File: config.mk
export PLATFORM = sky130hd
export DESIGN_NAME = issue_fu_array
export DESIGN_NICKNAME = d
export VERILOG_FILES = /design/src/rtl/issue_fu_array.sv
export SDC_FILE = /design/constraint.sdc
export NUM_CORES = 1
export LEC_CHECK = 0
export CAP_MARGIN = 15
export CELL_PAD_IN_SITES_DETAIL_PLACEMENT = 1
export CELL_PAD_IN_SITES_GLOBAL_PLACEMENT = 1
export CORE_AREA = 2 2 260 262
export CTS_CLUSTER_SIZE = 24
export DETAILED_ROUTE_END_ITERATION = 8
export DIE_AREA = 0 0 262 264
export DONT_BUFFER_PORTS = 1
export PLACE_DENSITY = 0.79
export SYNTH_ARGS = -nofsm -noshare
export SYNTH_HDL_FRONTEND = slang
export SYNTH_SLANG_ARGS = --single-unit
export TNS_END_PERCENT = 1
File: constraint.sdc
create_clock -name i_clk -period 5.8 [get_ports i_clk]
set_input_delay 1.16 -clock i_clk [delete_from_list [all_inputs] [get_ports i_clk]]
set_output_delay 1.16 -clock i_clk [all_outputs]
set_load 0.1 [all_outputs]
File: src/rtl/issue_fu_array.sv
// Issue/execute stage: NUM_ALU pipelined ALU channels plus one load/store channel
// driving a request/grant/response memory port, the complete bus and the forwarding bus.
module issue_fu_array #(
    parameter int NUM_ALU = 2,
    parameter int ALU_LAT = 1,
    parameter int DATA_W  = 32,
    parameter int PREG_W  = 6,
    parameter int ROB_W   = 4
) (
    input  logic                              i_clk,
    input  logic                              i_rst_n,
    input  logic                              i_flush,
    input  logic [NUM_ALU:0]                  i_valid,
    input  logic [3*NUM_ALU-1:0]              i_aluop,
    input  logic [(NUM_ALU+1)*DATA_W-1:0]     i_src0,
    input  logic [(NUM_ALU+1)*DATA_W-1:0]     i_src1,
    input  logic [(NUM_ALU+1)*DATA_W-1:0]     i_imm,
    input  logic [NUM_ALU:0]                  i_alusrc,
    input  logic [NUM_ALU:0]                  i_memwrite,
    input  logic [NUM_ALU:0]                  i_regwrite,
    input  logic [(NUM_ALU+1)*PREG_W-1:0]     i_pdst,
    input  logic [(NUM_ALU+1)*ROB_W-1:0]      i_rob,
    output logic [NUM_ALU:0]                  o_fu_ready,
    output logic                              o_mem_req,
    output logic                              o_mem_we,
    output logic [DATA_W-1:0]                 o_mem_addr,
    output logic [DATA_W-1:0]                 o_mem_wdata,
    input  logic                              i_mem_gnt,
    input  logic                              i_mem_rvalid,
    input  logic [DATA_W-1:0]                 i_mem_rdata,
    output logic [NUM_ALU:0]                  o_cmp_valid,
    output logic [(NUM_ALU+1)*ROB_W-1:0]      o_cmp_rob,
    output logic [NUM_ALU:0]                  o_cmp_regwrite,
    output logic [NUM_ALU:0]                  o_cmp_memwrite,
    output logic [(NUM_ALU+1)*DATA_W-1:0]     o_cmp_data,
    output logic [NUM_ALU:0]                  o_fwd_valid,
    output logic [(NUM_ALU+1)*PREG_W-1:0]     o_fwd_pdst,
    output logic [(NUM_ALU+1)*DATA_W-1:0]     o_fwd_data
);

    localparam int L = NUM_ALU;

    typedef enum logic [2:0] {S_IDLE, S_REQ, S_WAIT, S_DONE, S_DRAIN} lsu_state_t;

    function automatic logic [DATA_W-1:0] alu_f(input logic [2:0] op,
                                                input logic [DATA_W-1:0] a,
                                                input logic [DATA_W-1:0] b);
        logic [DATA_W-1:0] r;
        r = '0;
        case (op)
            3'b000: r = a & b;
            3'b001: r = a + b;
            3'b010: r = a | b;
            3'b011: r = a ^ b;
            3'b100: r = a - b;
            3'b101: r = a << b[4:0];
            3'b110: r = a >> b[4:0];
            default: r = $signed(a) >>> b[4:0];
        endcase
        return r;
    endfunction

    // Channels only accept from the cycle after reset is released.
    logic alive_q;
    always_ff @(posedge i_clk) begin
        if (!i_rst_n) alive_q <= 1'b0;
        else          alive_q <= 1'b1;
    end

    for (genvar k = 0; k < NUM_ALU; k++) begin : g_alu
        logic [ALU_LAT-1:0]             st_v, st_rw, st_mw;
        logic [ALU_LAT-1:0][DATA_W-1:0] st_d;
        logic [ALU_LAT-1:0][PREG_W-1:0] st_p;
        logic [ALU_LAT-1:0][ROB_W-1:0]  st_r;
        logic [DATA_W-1:0]              op1;
        logic                           acc;

        assign op1 = i_alusrc[k] ? i_imm[k*DATA_W +: DATA_W] : i_src1[k*DATA_W +: DATA_W];
        assign acc = i_valid[k] && alive_q && !i_flush;

        always_ff @(posedge i_clk) begin
            // NOTE: datapath registers are reset as well so the output buses never carry X.
            if (!i_rst_n) begin
                st_v  <= '0;
                st_rw <= '0;
                st_mw <= '0;
                st_d  <= '0;
                st_p  <= '0;
                st_r  <= '0;
            end else begin
                st_v[0] <= acc;
                if (acc) begin
                    st_d[0]  <= alu_f(i_aluop[k*3 +: 3], i_src0[k*DATA_W +: DATA_W], op1);
                    st_p[0]  <= i_pdst[k*PREG_W +: PREG_W];
                    st_r[0]  <= i_rob[k*ROB_W +: ROB_W];
                    st_rw[0] <= i_regwrite[k];
                    st_mw[0] <= i_memwrite[k];
                end
                for (int s = 1; s < ALU_LAT; s++) begin
                    st_v[s]  <= st_v[s-1] && !i_flush;
                    st_d[s]  <= st_d[s-1];
                    st_p[s]  <= st_p[s-1];
                    st_r[s]  <= st_r[s-1];
                    st_rw[s] <= st_rw[s-1];
                    st_mw[s] <= st_mw[s-1];
                end
            end
        end

        assign o_fu_ready[k]                    = alive_q;
        assign o_cmp_valid[k]                   = st_v[ALU_LAT-1];
        assign o_cmp_rob[k*ROB_W +: ROB_W]      = st_r[ALU_LAT-1];
        assign o_cmp_regwrite[k]                = st_rw[ALU_LAT-1];
        assign o_cmp_memwrite[k]                = st_mw[ALU_LAT-1];
        assign o_cmp_data[k*DATA_W +: DATA_W]   = st_d[ALU_LAT-1];
        assign o_fwd_valid[k]                   = st_v[ALU_LAT-1] && st_rw[ALU_LAT-1];
        assign o_fwd_pdst[k*PREG_W +: PREG_W]   = st_p[ALU_LAT-1];
        assign o_fwd_data[k*DATA_W +: DATA_W]   = st_d[ALU_LAT-1];
    end

    lsu_state_t        state;
    logic [DATA_W-1:0] lsu_addr, lsu_wdata, lsu_data;
    logic              lsu_we, lsu_rw;
    logic [PREG_W-1:0] lsu_pdst;
    logic [ROB_W-1:0]  lsu_rob;
    logic              lsu_acc;

    assign o_fu_ready[L] = alive_q && (state == S_IDLE);
    assign lsu_acc       = i_valid[L] && o_fu_ready[L] && !i_flush;

    always_ff @(posedge i_clk) begin
        if (!i_rst_n) begin
            state     <= S_IDLE;
            lsu_addr  <= '0;
            lsu_wdata <= '0;
            lsu_data  <= '0;
            lsu_we    <= 1'b0;
            lsu_rw    <= 1'b0;
            lsu_pdst  <= '0;
            lsu_rob   <= '0;
        end else begin
            case (state)
                S_IDLE: if (lsu_acc) begin
                    lsu_addr  <= i_src0[L*DATA_W +: DATA_W] + i_imm[L*DATA_W +: DATA_W];
                    lsu_wdata <= i_src1[L*DATA_W +: DATA_W];
                    lsu_data  <= '0;
                    lsu_we    <= i_memwrite[L];
                    lsu_rw    <= i_regwrite[L];
                    lsu_pdst  <= i_pdst[L*PREG_W +: PREG_W];
                    lsu_rob   <= i_rob[L*ROB_W +: ROB_W];
                    state     <= S_REQ;
                end
                // A load granted under flush still has a response on its way.
                S_REQ: begin
                    if (i_mem_gnt) begin
                        if (i_flush) state <= lsu_we ? S_IDLE : S_DRAIN;
                        else         state <= lsu_we ? S_DONE : S_WAIT;
                    end else if (i_flush) begin
                        state <= S_IDLE;
                    end
                end
                S_WAIT: begin
                    if (i_flush) begin
                        state <= i_mem_rvalid ? S_IDLE : S_DRAIN;
                    end else if (i_mem_rvalid) begin
                        lsu_data <= i_mem_rdata;
                        state    <= S_DONE;
                    end
                end
                S_DONE:  state <= S_IDLE;
                S_DRAIN: if (i_mem_rvalid) state <= S_IDLE;
                default: state <= S_IDLE;
            endcase
        end
    end

    assign o_mem_req   = (state == S_REQ);
    assign o_mem_we    = (state == S_REQ) && lsu_we;
    assign o_mem_addr  = lsu_addr;
    assign o_mem_wdata = lsu_wdata;

    assign o_cmp_valid[L]                  = (state == S_DONE);
    assign o_cmp_rob[L*ROB_W +: ROB_W]     = lsu_rob;
    assign o_cmp_regwrite[L]               = lsu_rw;
    assign o_cmp_memwrite[L]               = lsu_we;
    assign o_cmp_data[L*DATA_W +: DATA_W]  = lsu_data;
    assign o_fwd_valid[L]                  = (state == S_DONE) && !lsu_we && lsu_rw;
    assign o_fwd_pdst[L*PREG_W +: PREG_W]  = lsu_pdst;
    assign o_fwd_data[L*DATA_W +: DATA_W]  = lsu_data;

endmodule
# Word level (Yosys, flattened, before mapping)
# Cells that the tools add are included.
# word_totals
ff_bits	202
# op_classes
eq_ne	22
addsub	5
shifts	6
bitwise	6
n_reduce_logical	21
muxes	20
# ops
operator	n
32-bit case mux with 7 select lines	2
32-bit 2-to-1 mux	5
32-bit adder	3
32-bit AND	2
32-bit OR	2
32-bit case mux with 2 select lines	1
32-bit by 5-bit << shifter with 32-bit output	2
32-bit by 5-bit >> shifter with 32-bit output	2
32-bit by 5-bit >>> shifter with 32-bit output	2
32-bit subtractor	2
32-bit bitwise XOR	2
3-bit 2-to-1 mux	9
3-bit equality test (second input constant)	7
3-bit by 2-bit equality test with 1-bit output (second input constant)	6
1-bit logical AND	12
3-bit case mux with 4 select lines	1
3-bit by 1-bit equality test with 1-bit output (second input constant)	3
3-bit zero test	3
2-bit inequality test (second input constant)	4
4-bit AND reduction	2
3-bit by 2-bit inequality test with 1-bit output (second input constant)	1
3-bit inequality test (second input constant)	1
1-bit zero test	2
1-bit 2-to-1 mux	2
other kinds (2)	2

# Longest topological paths before layout
# Gate-level depths: netlist of the first run.
# logic_depth
depth_word	6
ltp_mapped	24
depth_no_buf	20

# Worst setup path after synthesis of the first run
# No wires, ideal clock.
# synth_path
path_kind	input port to flip-flop
from	input i_alusrc[1]
to	register g_alu[1].st_d[29] in the netlist's numbering
t_arrival_ns	5.663
path_buffers	5
path_stages	24
setup_slack_ns	0.016
cell_sequence	buf_6 mux2i_1 buf_2 buf_2 buf_2 buf_1 ha_1 nand4_1 or2_1 nor3_1 a21oi_1 xnor2_1 ha_1 and4_1 nand3_1 nor2_1 a22o_1 a21o_1 o211ai_1 nand2_1 a211oi_1 o31a_1 xnor2_1 a221o_1
# synth_between
elab_chain_cells	3
elab_cells_between_ends	10
cone_classes	add/sub: 2; shift: 3; mux: 2; bitwise: 3
# synth_lines
element	line	text
start: declaration	18	input logic [NUM_ALU:0] i_alusrc,
32-bit 2-to-1 mux (*)	78	assign op1 = i_alusrc[k] ? i_imm[k*DATA_W +: DATA_W] : i_src1[k*DATA_W +: DATA_W];
32-bit subtractor, or another cell as far along	55	3'b100: r = a - b;
32-bit case mux with 7 select lines (*)	50	case (op)
end signal: indexed assignment	101	st_d[s] <= st_d[s-1];
end: declaration	72	logic [ALU_LAT-1:0][DATA_W-1:0] st_d;
# Every way passes the cells marked *; elsewhere a longest branch is shown, timed or not.
# A chain may end at the register's enable or synchronous reset.

# Worst setup path after layout of the first run
# layout_path
from	input i_alusrc[0]
to	register g_alu[0].st_d[31] in the netlist's numbering
# layout_between
elab_chain_cells	3
elab_cells_between_ends	10
cone_classes	add/sub: 2; shift: 3; mux: 2; bitwise: 3
# layout_lines
element	line
32-bit 2-to-1 mux (*)	78
32-bit subtractor, or another cell as far along	55
32-bit case mux with 7 select lines (*)	50
end signal: indexed assignment	101
end: declaration	72
# Marked as above.

==> results of run 1 <==
[report_power, final]
group          leakage (nW)  switching (mW)  internal [mW]
Combinational          8.84            1.74          0.927
Sequential             1.69           0.541           1.44
Clock                 0.394           0.732          0.873
Total                  10.9            3.01           3.24
[state kept, by name, summed over array words and instances, names as in the netlist]
signal,flops
lsu_rw,1
g_alu.st_d,64
g_alu.st_v,2
g_alu.st_p,12
lsu_we,1
lsu_rob,4
g_alu.st_mw,2
state,3
o_mem_wdata,32
g_alu.st_rw,2
lsu_data,32
g_alu.st_r,8
alive_q,1
lsu_pdst,6
o_mem_addr,32
[metal layers]
metal	routed length (um)	part of all wire (%)	vias up
met1	52410	38	14550
met2	58220	43	1877
met4	9868	7.2	6
met3	16370	12	473
li1	-	-	12810
met5	44	0.032	-
[cell type report]
| class | instances | area, um2 |
|---|---|---|
| fillers | 8450 | 39350 |
| repair buffers | 110 | 870.8 |
| clock buffers | 29 | 660.6 |
| flip-flops and latches | 202 | 4165 |
| multi-input cells | 2955 | 19670 |
| clock inverters | 16 | 143.9 |
| inverters | 158 | 595.6 |
| well taps | 873 | 1092 |
| diodes | 5 | 12.51 |
[final timing paths]
check                           slack (ns)                 to        startpoint
worst min register to register        0.44   g_alu[0].st_d[1]  g_alu[0].st_d[1]
worst max register to register        2.08   g_alu[1].st_d[4]           alive_q
worst min-delay path                  0.44   g_alu[0].st_d[1]  g_alu[0].st_d[1]
worst max-delay path                  0.51  g_alu[0].st_d[31]       i_alusrc[0]
[kinds of logic (layout without fill, tap and decap cells)]
kind of cell    after synthesis  after routing  synth area share (%)
compound gates             1244           1244                 30.95
simple gates               1140           1140                 18.80
fa+ha+maj                   228            228                 11.05
other cells                   0              5                     0
mux                         209            209                 9.745
xor+xnor                    134            134                 4.512
buf+inv                     511            313                 9.394
flops                       202            202                 15.55
[placed cells by master (no fill, tap or decap), drive strengths merged, types with 11 or more instances in the layout]
cell type  Yosys  final
a31oi         57     57
nor2b         13     13
and3          19     19
xnor2        111    111
mux2i        175    175
a21boi        59     59
a221oi        29     29
o2111ai       11     11
inv          154    158
mux4          32     32
nor2         329    329
buf          209    110
o221ai        58     58
nand2        528    528
a21o          52     52
o21ai        273    273
o31ai         40     40
or3           18     18
ha           225    225
nand3         89     89
dfxtp        202    202
xor2          23     23
o21a          16     16
nand4         16     16
a21oi        359    359
a211oi        53     53
nand2b        28     28
a22oi         21     21
and2          16     16
clkbuf       144     29
o311ai        11     11
clkinv         4     13
nor3          48     48
o211ai        72     72
[stage by stage]
stage	power (mW)	cells	util, %	hold slack (ns)	worst slack [ns]
final	6.249	4348	40.89	0.4404	0.5119
after detailed placement	4.551	4297	39.63	0.4325	0.0006999
after CTS	6.162	4342	40.84	0.4461	0.5821
after global placement	4.510	4297	39.63	0.4275	0.01209
after floorplan	3.796	3668	-	0.4367	0.01566
after global routing	6.497	4347	40.88	0.4784	0.2937
[worst max-delay path, stage by stage]
cell       delay [ns]
nor4_1           0.34
a21oi_1          0.09
or2_2            0.36
or3_1            0.37
or2_4            0.31
o41ai_1          0.35
xnor2_1          0.13
ha_1             0.26
a21o_1           0.19
a2111oi_0        0.65
o211ai_1         0.27
o21ai_0          0.29
a21oi_1          0.19
o41ai_1          0.41
mux2i_1          0.22
o21ai_0          0.09
==> summary.md, run 1 <==
| Metric | Value |
|---|---|
| Async set or reset register ratio after synthesis | 0% |
| CTS clk-pin slew, worst paths | 0.06 ns |
| Max-slew violations | 0 |
| Hold Vio Cnt, Final | 0 |
| Routability congestion estimate | 1.066 |
| Antenna viol nets, final | 0 |
| Sequential area share after synthesis | 15.55% |
| Syn-to-layout area delta | 4.623% |
| Via/cell ratio | 6.833 |
| DRC | 0 |
| Total of max-cap violations | 0 |
| Post-synth top cells | nand2_1 (528), a21oi_1 (358), nor2_1 (328), o21ai_0 (268), ha_1 (225) |
| Antenna violations before repair | 11 |
| Die H | 264 um |
| Slew at the pin closest to its max-slew limit | 1.236 ns |
| CTS Buffer Depth | 3 |
| Post-Syn Area | 26010 um2 |
| Worst hold path class | reg2reg |
| Mapped Nets | 4269 |
| Busiest grt layer | met2 |
| Number of synthesized flops with an enable pin | 0 |
| Total negative setup slack | 0 ns |
| Final Cycle Share | 91.17% |
| CTS tree | done |
| Cts bufs inserted | 25 |
| Via Count | 29710 |
| CP required | 6.25 ns |
| Highest clock rate | 0.1891 GHz |
| Drt first pass iters | 6 |
| Hold-fix buffers at CTS | 0 |
| Crit-path max FO | 49 |
| # H-tree levels | 1 |
| Grt met1 use | 46.75% |
| Reg2Reg Depth | 8 |
| Std-Cell Rows | 95 |
| Die width | 262 um |
| Hold depth | 1 |
| Clk_lat worst skew | 0.58 ns |
| Dpl cell area | 26380 um2 |
| Final setup violation count | 0 |
| Core area | 66560 um2 |
| Grt met3 use | 12.22% |
| Final #Nets | 4053 |
| Setup repair bufs after CTS | 0 |
| P_leak | 10.92 nW |
| Total GRT Usage | 37.82% |
| Synth cell types | 97 |
| I/O pin count | 676 |
| Status | finished, final reports clean |
| Vias in the first global route | 29020 |
| Final instance area | 27210 um2 |
| Dominant synthesized flop cell | dfxtp_1 |
| GR Overflow Total | 0 |
| Routing usage on met2 | 56.92% |
| Max IR drop VDD | 0.0001924 V |
| Pwr Density | 229.6 nW/um2 |
| Yosys top cell by area | dfxtp_1 |
| Syn Inst Count | 3668 |
| IO buf count | 0 |
| CTS Sinks | 202 |
| Share of layout cells above drive strength 1 | 9.885% |
| Synth warnings | 0 |
| Detail Placement HPWL | 106.9 mm |
| Tmin final | 5.288 ns |
| Seq cells post-synth | 202 |
| Top post-synthesis cells by area | dfxtp_1 (16%), ha_1 (11%), nand2_1 (7.6%) |
| Syn_area_per_cell | 7.092 um2 |
| Pin count of the biggest net entering global routing | 80 |
| Cell with the most instances after synthesis | nand2_1 |
| DRT iter0 DRCs | 3403 |
| RSZ-0062 raised after global routing | false |
| CP endpoint kind | register |
| Total Routed Length | 136.9 mm |
| Critical Path AT | 5.73 ns |
| Post-synth top area share | 15.55% |
| Post-detailed-route wirelength per cell | 31.49 um |
| Post-Route Skew | 0.02489 ns |
| Starting density of the core | 39.08% |
| Critical path startpoint category | input pin |
| Global-route wire length before repair | 197.3 mm |
| Die ar. | 69170 um2 |
| Setup CP Type | in2reg |
| Max-slew headroom | 17.62% |
| Clk root buf | clkbuf_16 |
| CTS-repair resized insts | 0 |
Power figures use the tool's default switching activity.
==> inputs of run 2 (changes only) <==
- PLACE_DENSITY: 0.79 -> default
- PLACE_DENSITY_LB_ADDON: default -> 0.1
- SLEW_MARGIN: default -> 20
==> summary.md, run 2 (synthesis results as in run 1) <==
| Metric | Value |
|---|---|
| Start point of the critical path | i_src1[0] |
| Post-detailed-route wirelength per cell | 35.09 um |
| Total negative setup slack | 0 ns |
| Routability congestion estimate | 1.028 |
| IO buf count | 0 |
| Antenna viol nets, final | 0 |
| DRT iter0 DRCs | 2668 |
| Core area | 66560 um2 |
| Total GRT Usage | 43.34% |
| Post-Route Skew | 0.02024 ns |
| Critical Path AT | 6.19 ns |
| Max-slew headroom | 17.63% |
| GR Overflow Total | 0 |
| Placed insts | 4360 |
| Layout Utilization | 41.72% |
| Drt first pass iters | 8 |
| Critical path startpoint category | input pin |
| Final worst slack | 0.04674 ns |
| Top routing layer in use | met5 |
| Hold Vio Cnt, Final | 0 |
| Setup CP Type | in2reg |
| Dpl cell area | 26860 um2 |
| Reg-to-reg critical path startpoint | alive_q |
| Via Count | 29690 |
| Commonest non-fill, non-tap cell in the layout | nand2_1 |
| CP required | 6.23 ns |
| Commonest non-fill, non-tap cells in the layout | nand2_1 (526), a21oi_1 (358), nor2_1 (327) |
| Final Cycle Share | 99.19% |
| Clk root buf | clkbuf_16 |
| Die ar. | 69170 um2 |
| CTS Buffer Depth | 3 |
| DRC | 0 |
| Hold slack | 0.6220 ns |
| CP endpoint kind | register |
| RSZ-0062 raised after global routing | false |
| Highest clock rate | 0.1738 GHz |
| Post-place setup slack | -0.3586 ns |
| Worst hold path class | in2reg |
| Setup repair bufs after CTS | 0 |
| Max IR drop VDD | 0.0001985 V |
| Clk_lat worst skew | 0.60 ns |
| Final instance area | 27770 um2 |
| Global-route wire length before repair | 219.4 mm |
| Status | finished, final reports clean |
| Combinational power share | 43.0% |
| Met2 routed WL | 68.65 mm |
| Reg power frac | 30.5% |
| Cts bufs inserted | 28 |
| Largest register FFs | 64 |
| Overall power | 6.529 mW |
| Non-Filler Instances | 4414 |
| Hold-fix buffers at CTS | 0 |
| Area of the multi-input gates | 19670 um2 |
| Slew at the pin closest to its max-slew limit | 1.236 ns |
| Total Routed Length | 154.9 mm |
| CTS clk-pin slew, worst paths | 0.06 ns |
| I/O pin count | 676 |
| Net Sw Power | 3.137 mW |
| Die width | 262 um |
| P_leak | 11.26 nW |
| Antenna violations before repair | 12 |
| Share of layout cells above drive strength 1 | 11.51% |
| Die H | 264 um |
| CTS-repair resized insts | 0 |
| Crit-path max FO | 4 |
| Total of max-cap violations | 0 |
| Starting density of the core | 39.08% |
| Worst Min Path Start | i_rst_n |
| Syn-to-layout area delta | 6.768% |
| Via/cell ratio | 6.726 |
| Largest register by flop count | g_alu.st_d |
| Internal power | 3.392 mW |
| Pwr Density | 235.1 nW/um2 |
| Register area | 4184 um2 |
| Std-Cell Rows | 95 |
| Vias in the first global route | 30000 |
| Pin count of the biggest net entering global routing | 93 |
| Max-slew violations | 0 |
| Final setup violation count | 0 |
| Detail Placement HPWL | 121.2 mm |
| Final #Nets | 4119 |
| Net Sw Frac | 48.04% |
| Metal3 WL | 17.32 mm |
| DRT met1 WL | 56.06 mm |
| Tmin final | 5.753 ns |
| # H-tree levels | 1 |
| CTS Sinks | 202 |
| CTS tree | done |
| Fillcell total | 8351 |
| Clock power frac | 26.5% |
==> run 2: path summary, 6_finish.rpt <==
| kind | endpoint | slack (ns) | cells past startpoint |
|---|---|---|---|
| worst min-delay path | alive_q | 0.62 | 0 |
| worst max register to register | g_alu[1].st_d[15] | 1.98 | 6 |
| worst min register to register | lsu_data[6] | 0.73 | 2 |
| worst max-delay path | g_alu[0].st_d[31] | 0.05 | 18 |
==> run 2: metal layers <==
| metal | vias to the layer above | track usage [%] |
|---|---|---|
| met3 | 471 | 16.05 |
| met2 | 1589 | 67.90 |
| met5 | - | 0 |
| met1 | 14680 | 48.39 |
| li1 | 12930 | - |
| met4 | 12 | 30.39 |
==> run 2: power by group through the flow <==
stage | Clock, mW | Combinational [mW] | Sequential [mW]
finish | 1.73 | 2.81 | 1.99
global route | 1.80 | 2.98 | 2.00
CTS | 1.75 | 2.72 | 1.99
detailed placement | 0 | 2.70 | 2.02
global placement | 0 | 2.65 | 2.02
floorplan | 0 | 1.97 | 1.83
==> run 2: area by class of cell <==
| cell class | instances | area share (%) |
|---|---|---|
| Clock inverter | 12 | 0.4055 |
| Multi-Input combinational cell | 2955 | 70.84 |
| Sequential cell | 202 | 15.07 |
| Antenna cell | 5 | 0.04505 |
| Inverter | 158 | 2.144 |
| Tap cell | 873 | 3.933 |
| Timing Repair Buffer | 173 | 4.825 |
| Clock buffer | 36 | 2.744 |
==> run 2: worst max-delay path, cell delays in order <==
cell and delay [ns]:
nor4_1 0.28, a21oi_1 0.17, or2_2 0.38, or3_1 0.38
or2_4 0.29, o41ai_1 0.36, buf_4 0.19, xnor2_1 0.06
ha_1 0.24, a21o_1 0.18, a2111oi_0 0.87, o211ai_1 0.35
o21ai_0 0.33, a21oi_1 0.18, o41ai_1 0.31, buf_4 0.17
mux2i_1 0.16, o21ai_0 0.11
